**src/rtl/conv2_sched_if.sv**
```systemverilog
// Request/result channel between conv2_sched (master) and the conv2 MAC core (slave).
interface conv2_sched_if #(
  parameter int CO     = 8,
  parameter int CO_PAR = 2,
  parameter int B_BW   = 16,
  parameter int OH     = 10,
  parameter int OW     = 10
);
  localparam int NG = CO / CO_PAR;
  localparam int RW = (OH > 1) ? $clog2(OH) : 1;
  localparam int CW = (OW > 1) ? $clog2(OW) : 1;
  localparam int GW = (NG > 1) ? $clog2(NG) : 1;

  logic                     o_req_valid;
  logic                     i_req_ready;
  logic [RW-1:0]            o_row;
  logic [CW-1:0]            o_col;
  logic [GW-1:0]            o_grp;
  logic [CO_PAR*B_BW-1:0]   o_bias;
  logic                     o_last;
  logic                     i_res_valid;

  modport master (
    output o_req_valid, o_row, o_col, o_grp, o_bias, o_last,
    input  i_req_ready, i_res_valid
  );

  modport slave (
    input  o_req_valid, o_row, o_col, o_grp, o_bias, o_last,
    output i_req_ready, i_res_valid
  );
endinterface

```
**src/rtl/conv2_sched.sv**
```systemverilog
// Conv2 stage sequencer: walks (row, col, grp), issues one core request per step,
// bounds requests in flight and reports frame completion.
module conv2_sched #(
  parameter int CO       = 8,
  parameter int CO_PAR   = 2,
  parameter int B_BW     = 16,
  parameter int OH       = 10,
  parameter int OW       = 10,
  parameter int MAX_INFL = 4
) (
  input  logic                 clk,
  input  logic                 reset_n,
  input  logic                 i_start,
  input  logic [CO*B_BW-1:0]   i_bias,
  conv2_sched_if.master        bus,
  output logic                 o_busy,
  output logic                 o_done,
  output logic                 o_err
);
  localparam int NG = CO / CO_PAR;
  localparam int RW = (OH > 1) ? $clog2(OH) : 1;
  localparam int CW = (OW > 1) ? $clog2(OW) : 1;
  localparam int GW = (NG > 1) ? $clog2(NG) : 1;
  localparam int IW = $clog2(MAX_INFL + 1);

  localparam logic [RW-1:0] ROW_L    = RW'(OH - 1);
  localparam logic [CW-1:0] COL_L    = CW'(OW - 1);
  localparam logic [GW-1:0] GRP_L    = GW'(NG - 1);
  localparam logic [IW-1:0] INFL_MAX = IW'(MAX_INFL);

  typedef enum logic [1:0] {IDLE, RUN, DRAIN, DONE} state_t;

  state_t        state, state_nx;
  logic [RW-1:0] row;
  logic [CW-1:0] col;
  logic [GW-1:0] grp;
  logic [IW-1:0] infl;
  logic          acc, last, start;

  logic [NG-1:0][CO_PAR*B_BW-1:0] bias_g;

  assign bias_g = i_bias;
  assign last   = (row == ROW_L) && (col == COL_L) && (grp == GRP_L);
  assign start  = (state == IDLE) && i_start;

  // Valid depends only on registered state, never on ready.
  assign bus.o_req_valid = (state == RUN) && (infl < INFL_MAX);
  assign acc             = bus.o_req_valid && bus.i_req_ready;
  assign bus.o_row       = row;
  assign bus.o_col       = col;
  assign bus.o_grp       = grp;
  assign bus.o_last      = last;
  assign bus.o_bias      = bias_g[grp];
  assign o_busy          = (state == RUN) || (state == DRAIN);
  assign o_done          = (state == DONE);

  always_comb begin
    state_nx = state;
    case (state)
      IDLE:    if (i_start) state_nx = RUN;
      RUN:     if (acc && last) state_nx = DRAIN;
      DRAIN:   if (infl == '0) state_nx = DONE;
      DONE:    state_nx = IDLE;
      default: state_nx = IDLE;
    endcase
  end

  always_ff @(posedge clk or negedge reset_n) begin
    if (!reset_n) begin
      state <= IDLE;
      row   <= '0;
      col   <= '0;
      grp   <= '0;
      infl  <= '0;
      o_err <= 1'b0;
    end else begin
      state <= state_nx;
      if (start) begin
        row   <= '0;
        col   <= '0;
        grp   <= '0;
        infl  <= '0;
        o_err <= 1'b0;
      end else begin
        // grp fastest, then col, then row; all wrap to 0 after the last request.
        if (acc) begin
          if (grp == GRP_L) begin
            grp <= '0;
            if (col == COL_L) begin
              col <= '0;
              row <= (row == ROW_L) ? '0 : row + 1'b1;
            end else begin
              col <= col + 1'b1;
            end
          end else begin
            grp <= grp + 1'b1;
          end
        end
        if (acc && !bus.i_res_valid) begin
          infl <= infl + 1'b1;
        end else if (!acc && bus.i_res_valid) begin
          if (infl == '0) o_err <= 1'b1;
          else            infl  <= infl - 1'b1;
        end
      end
    end
  end
endmodule

```
**src/flat_wrapper.sv**
```systemverilog
// flat-port wrapper written by rule: the top's interface ports become plain ports
module conv2_sched_flat 
#(
  parameter int CO       = 8,
  parameter int CO_PAR   = 2,
  parameter int B_BW     = 16,
  parameter int OH       = 10,
  parameter int OW       = 10,
  parameter int MAX_INFL = 4
)
  (clk, reset_n, i_start, i_bias, o_busy, o_done, o_err, bus_o_req_valid, bus_o_row, bus_o_col, bus_o_grp, bus_o_bias, bus_o_last, bus_i_req_ready, bus_i_res_valid);
  conv2_sched_if #(.CO(CO), .CO_PAR(CO_PAR), .B_BW(B_BW), .OH(OH), .OW(OW)) bus_i ();
  input  logic clk;
  input  logic reset_n;
  input  logic i_start;
  input  logic [CO*B_BW-1:0] i_bias;
  output logic o_busy;
  output logic o_done;
  output logic o_err;
  output wire logic [$bits(bus_i.o_req_valid)-1:0] bus_o_req_valid;
  output wire logic [$bits(bus_i.o_row)-1:0] bus_o_row;
  output wire logic [$bits(bus_i.o_col)-1:0] bus_o_col;
  output wire logic [$bits(bus_i.o_grp)-1:0] bus_o_grp;
  output wire logic [$bits(bus_i.o_bias)-1:0] bus_o_bias;
  output wire logic [$bits(bus_i.o_last)-1:0] bus_o_last;
  input wire logic [$bits(bus_i.i_req_ready)-1:0] bus_i_req_ready;
  input wire logic [$bits(bus_i.i_res_valid)-1:0] bus_i_res_valid;
  assign bus_o_req_valid = bus_i.o_req_valid;
  assign bus_o_row = bus_i.o_row;
  assign bus_o_col = bus_i.o_col;
  assign bus_o_grp = bus_i.o_grp;
  assign bus_o_bias = bus_i.o_bias;
  assign bus_o_last = bus_i.o_last;
  assign bus_i.i_req_ready = bus_i_req_ready;
  assign bus_i.i_res_valid = bus_i_res_valid;
  conv2_sched #(.CO(CO), .CO_PAR(CO_PAR), .B_BW(B_BW), .OH(OH), .OW(OW), .MAX_INFL(MAX_INFL)) u_core (.clk(clk), .reset_n(reset_n), .i_start(i_start), .i_bias(i_bias), .bus(bus_i), .o_busy(o_busy), .o_done(o_done), .o_err(o_err));
endmodule
```
**config.mk**
```make
export PLATFORM = sky130hd
export DESIGN_NAME = conv2_sched_flat
export DESIGN_NICKNAME = d
export VERILOG_FILES = /design/src/rtl/conv2_sched_if.sv /design/src/rtl/conv2_sched.sv /design/src/flat_wrapper.sv
export SDC_FILE = /design/constraint.sdc
export NUM_CORES = 1
export LEC_CHECK = 0
export BUFFER_PORTS_ARGS = -buffer_cell sky130_fd_sc_hd__buf_2
export CAP_MARGIN = 10
export CORE_UTILIZATION = 32
export CTS_CLUSTER_SIZE = 24
export DETAILED_ROUTE_END_ITERATION = 16
export PLACE_DENSITY_LB_ADDON = 0.2
export SETUP_SLACK_MARGIN = 0.5
export SYNTH_ARGS = -nofsm -noshare
export SYNTH_HDL_FRONTEND = slang
export SYNTH_SLANG_ARGS = --single-unit
```
**constraint.sdc**
```tcl
create_clock -name clk -period 2.21 [get_ports clk]
set_clock_uncertainty 0.15 [all_clocks]
set_input_delay 0.1105 -clock clk [delete_from_list [all_inputs] [get_ports clk]]
set_output_delay 0.1105 -clock clk [all_outputs]
set_load 0.1 [all_outputs]
```
## Word-level counts from Yosys, hierarchy flattened

Index checks and enable logic that the tools add are counted.

- Order comparisons: 2
- Equal/unequal tests: 11
- Add/subtract/negate cells: 5
- Reduce and logical (&&, ||, !) cells: 24
- Mux-type cells: 26

Operator list:

| cell | number |
|---|---|
| $bmux W32 S2 | 1 |
| $mux W4 | 9 |
| $mux W32 | 1 |
| $mux W2 | 6 |
| $mux W3 | 4 |
| $reduce_bool A2 Y1 | 5 |
| $reduce_and A3 Y1 | 3 |
| $add A4 B1 Y4 const B | 2 |
| $eq A4 B4 Y1 const B | 2 |
| $logic_and A1 B1 Y1 | 8 |
| $pmux W2 S4 | 1 |
| $eq A2 B2 Y1 const B | 3 |
| $ne A2 B2 Y1 const B | 3 |
| $mux W1 | 4 |
| $reduce_and A2 Y1 | 2 |
| $add A3 B1 Y3 const B | 1 |
| $logic_not A3 Y1 | 1 |
| $lt A2 B3 Y1 const B | 1 |
| $lt A3 B3 Y1 const B | 1 |
| $ne A3 B2 Y1 const B | 1 |
| $reduce_bool A3 Y1 | 1 |
| $sub A3 B1 Y3 const B | 1 |
| $add A2 B1 Y2 const B | 1 |
| $eq A2 B1 Y1 const B | 1 |
| other kinds (4) | 5 |

- Input port bits: 133
- Output and inout bits: 47
- Flip-flop bits (word level): 16

## Depth between registers and ports, before layout

- Depth in word-level cells: 8
- Depth in mapped cells: 11
- Gate-level depth less buffers: 11

## Least setup slack after synthesis

OpenSTA, ideal clock, no wires.

- Kind: register to register
- Start point: reg u_core.col[0], in the netlist u_core.bus.o_col[0]
- End point: reg u_core.state[1]
- Path buffers: 0
- Data required time: 1.934 ns
- Cell stages (with the launch flop): 6
- Data arrival time: 2.812 ns
- Setup slack: -0.879 ns
- Path through: dfrtp_1 -> ha_1 -> and3b_1 -> and3_1 -> o21ai_1 -> mux2_4

- Cells in the longest elaborated chain, start to end: 6

RTL lines:

| element | RTL line | RTL |
|---|---|---|
| from (decl) | conv2_sched.sv:35 | `logic [CW-1:0] col;` |
| from (signal assigned) | conv2_sched.sv:93 | `col <= col + 1'b1;` |
| $eq A4 B4 Y1 | conv2_sched.sv:43 | `assign last = (row == ROW_L) && (col == COL_L) && (grp == GRP_L);` |
| $logic_and A1 B1 Y1 (2 in series) | conv2_sched.sv:43 |  |
| via bus_o_last | flat_wrapper.sv:25 | `output wire logic [$bits(bus_i.o_last)-1:0] bus_o_last;` |
| $logic_and A1 B1 Y1 | conv2_sched.sv:61 | `RUN: if (acc && last) state_nx = DRAIN;` |
| $ne A2 B2 Y1 (no source line) | - |  |
| $reduce_and A3 Y1 (no source line) | - |  |
| to (signal assigned) | conv2_sched.sv:77 | `state <= state_nx;` |
| to (decl) | conv2_sched.sv:33 | `state_t state, state_nx;` |

The timed path passes the listed nets, and every way through them passes these cells.
A chain may end at the register's enable or synchronous reset.

## Worst setup path in the final report

- Start point: reg u_core.state[1]
- End point: reg u_core.infl[2]

- Cells in the longest elaborated chain, start to end: 7

RTL lines:

| element | RTL line | RTL |
|---|---|---|
| $eq A2 B1 Y1 | conv2_sched.sv:47 | `assign bus.o_req_valid = (state == RUN) && (infl < INFL_MAX);` |
| $logic_and A1 B1 Y1 | conv2_sched.sv:47 |  |
| $logic_and A1 B1 Y1 | conv2_sched.sv:48 | `assign acc = bus.o_req_valid && bus.i_req_ready;` |
| $logic_not A1 Y1 | conv2_sched.sv:101 | `end else if (!acc && bus.i_res_valid) begin` |
| $logic_and A1 B1 Y1 | conv2_sched.sv:101 |  |
| $reduce_bool A3 Y1 (no source line) | - |  |
| $reduce_and A2 Y1 (no source line) | - |  |
| to (signal assigned) | conv2_sched.sv:100 | `infl <= infl + 1'b1;` |
| to (signal assigned) | conv2_sched.sv:103 | `else infl <= infl - 1'b1;` |
| to (decl) | conv2_sched.sv:37 | `logic [IW-1:0] infl;` |

Several ways; a longest one is shown, not always the timed one.

==> results.sh <==
export IMPL_outcome="completed"
export IMPL_relSlewSlack=0.671
export IMPL_layout_drive_gt1_share=0.821
export IMPL_core_um2=5170
export IMPL_finalHoldViolations=0
export IMPL_fp_dieArea_um2=5730
export IMPL_drc_errors=0
export IMPL_clock_sinks=16
export IMPL_cts_tree="yes"
export IMPL_crit_fanout=2
export IMPL_endpoint_kind="flip-flop"
export IMPL_p_leak_nw=1.71
export IMPL_start_kind="flip-flop"
export IMPL_post_synth_cell_area_avg_um2=12.2
export IMPL_wire_per_inst_um=17.2
export IMPL_hp_class="in2reg"
export IMPL_whs_ns=0.117
export IMPL_grt_pass1_wl_um=9890
export IMPL_power_switching_mw=3.93
export IMPL_synth_area_um2=1740
export IMPL_finish_utilization=0.685
export IMPL_rows=26
export IMPL_insertion_delay_ns=0.25
export IMPL_synthesis_instances=143
export IMPL_start_util=0.336
export IMPL_die_width_um=75.7
export IMPL_dpl_cell_count=392
export IMPL_finalSetupViolations=0
export IMPL_clkTransAtPathRegs_ns=0.06
export IMPL_root_buffer="clkbuf_8"
export IMPL_max_slew_worst_pin_slew_ns=0.497
export IMPL_dr_pass1_iters=5
export IMPL_viasPerCell=5.14
export IMPL_num_vias=2162
export IMPL_grt_pass1_vias=2058
export IMPL_cts_buffers_inserted=3
export IMPL_ys_warn_count=0
export IMPL_p_clk_frac=0.037
export IMPL_final_cells=421
export IMPL_tns_ns=0
export IMPL_final_cell_area_um2=3540
export IMPL_fmax_ghz=0.474
export IMPL_required_ns=2.20
export IMPL_nets=498
export IMPL_irDropWorstVdd_mv=1.19
export IMPL_finalCriticalPeriod_ns=2.11
export IMPL_wl_um=7240
export IMPL_die_h_um=75.7
export IMPL_maxCapViolations=0
export IMPL_htree_levels=1
export IMPL_critPathKind="reg2reg"
export IMPL_antenna_left=0
export IMPL_maxSlewViolCount=0
export IMPL_gp_congestion=0.856
export IMPL_critPathArrivalTime_ns=2.10
export IMPL_area_growth_syn_to_layout_pct=104
export IMPL_grt_start_max_net_pins=21
export IMPL_clock_path_buffers=2
export IMPL_antenna_found_initial=0
export IMPL_switching_share=0.616
export IMPL_setup_ws_ns=0.0994
export IMPL_seqPwrFrac=0.081
export IMPL_io_buffers=179
export IMPL_track_usage=0.236
export IMPL_dpl_instance_area_um2=2900
export IMPL_dp_hpwl_um=5620
export IMPL_antennaDiodeCount=0
export IMPL_p_int_mw=2.46
export IMPL_p_comb_frac=0.883
export IMPL_total_power_mw=6.39
export IMPL_power_density_nw_per_um2=1800
export IMPL_period_share=0.955
export IMPL_ys_types=31
export IMPL_pin_count=180
export IMPL_pre_cts_ws_ns=0.0308
export IMPL_synth_fp_nets=289
export IMPL_overflow=0
export IMPL_ys_ff_latch=16
export IMPL_drtIter0Drc=72
export IMPL_seq_area_frac_synth=0.230
export IMPL_grt_setup_unrepaired="yes"
layer usage:
| metal | wire, um | track usage |
|---|---|---|
| met1 | 2790 | 0.279 |
| met2 | 3910 | 0.432 |
| met3 | 471 | 0.0397 |
| met4 | 70 | 0.0802 |
| met5 | 0 | 0 |
cell usage in the layout (no fill, tap or decap), drive strengths merged, types with 3 or more instances in the layout:
master and instances:
buf 211, mux4 32, dfrtp 16, ha 12
o21ai 11, nand2 9, inv 9, nor2 8
a21oi 5, clkbuf 5, nand3b 4, nor3 3
flip-flops by register name, indices dropped and copies added, names as in the netlist:
signal and flops:
u_core.bus.o_col 4, u_core.bus.o_row 4, u_core.infl 3, u_core.bus.o_grp 2, u_core.state 2, u_core.o_err 1
power groups by stage:
stage	Clock [mW]	Combinational, mW	Sequential, mW
floorplan	0	3.67	0.872
detailed placement	0	4.51	0.608
CTS	0.241	5.44	0.504
global placement	0	4.49	0.606
global route	0.248	5.85	0.531
finish	0.233	5.64	0.517
cell type report:
class | instances | area (um2)
Clock buffer | 4 | 45.0
Fill cell | 390 | 1630
Inverter | 9 | 33.8
Multi-Input combinational cell | 109 | 1410
Tap cell | 70 | 87.6
Sequential cell | 16 | 430
Timing Repair Buffer | 213 | 1540
cells in the mapped netlist:
master     instances  area share
a31oi_1            1      0.0036
and2_1             1      0.0036
mux4_2            32        0.41
dfrtp_1           16        0.23
xnor2_1            2       0.010
clkbuf_1           5       0.011
nor4_1             1      0.0036
nand3b_1           4       0.017
and3_1             2      0.0072
ha_1              12       0.086
o31ai_1            2      0.0086
nor3b_1            1      0.0043
nand3_1            2      0.0058
a222oi_1           1      0.0058
a21oi_1            5       0.014
nor2_1             8       0.017
fa_1               1       0.012
o21ai_1            1      0.0029
o2bb2ai_1          1      0.0050
nand2_1            9       0.019
nand4b_1           1      0.0050
mux2i_1            1      0.0058
or3_1              2      0.0072
xor2_1             1      0.0050
nor3_1             3      0.0086
inv_1              9       0.019
and3b_1            2       0.010
mux2_4             1      0.0086
nand2b_1           2      0.0072
o21ai_0           10       0.029
buf_2              4       0.012
critical path, cell delays in order, from the launching register on:
cell and delay [ns]:
dfrtp_1 0.40, inv_2 0.09, ha_4 0.13, nand3b_1 0.11, inv_2 0.10, ha_4 0.13
inv_2 0.03, fa_2 0.32, xor2_1 0.16, nor3_2 0.17, xnor2_1 0.16, nor2_1 0.06
cells by family after synthesis:
family	Yosys count	synth area share
simple gates	38	0.117
mux	34	0.429
compound gates	21	0.0691
buf+inv	18	0.0418
flops	16	0.230
fa+ha+maj	13	0.0979
xor+xnor	3	0.0151
what timing repair did:
action	CTS	global route
setup endpoints to repair	50	48
pin swaps	19	7
gates cloned	1	1
resized for setup	91	18
endpoints found under the hold margin	16	0
hold buffers	1	0
setup buffers	19	3
worst paths after layout:
path                       slack, ns                         endpoint  depth (start not counted)                            start
max                              0.1       u_core.infl[2]$_DFFE_PN0P_                         11      u_core.state[1]$_DFFE_PN0P_
min                             0.12         u_core.o_err$_DFFE_PN0P_                          4                  bus_i_res_valid
max in group asynchronous       1.44  u_core.bus.o_grp[0]$_DFFE_PN0P_                          2                          reset_n
min in group asynchronous       0.16  u_core.bus.o_row[3]$_DFFE_PN0P_                          2                          reset_n
max reg2reg                      0.1       u_core.infl[2]$_DFFE_PN0P_                         11      u_core.state[1]$_DFFE_PN0P_
min reg2reg                     0.34  u_core.bus.o_row[3]$_DFFE_PN0P_                          1  u_core.bus.o_row[3]$_DFFE_PN0P_
Note: power is estimated with default switching activity, not from simulation.
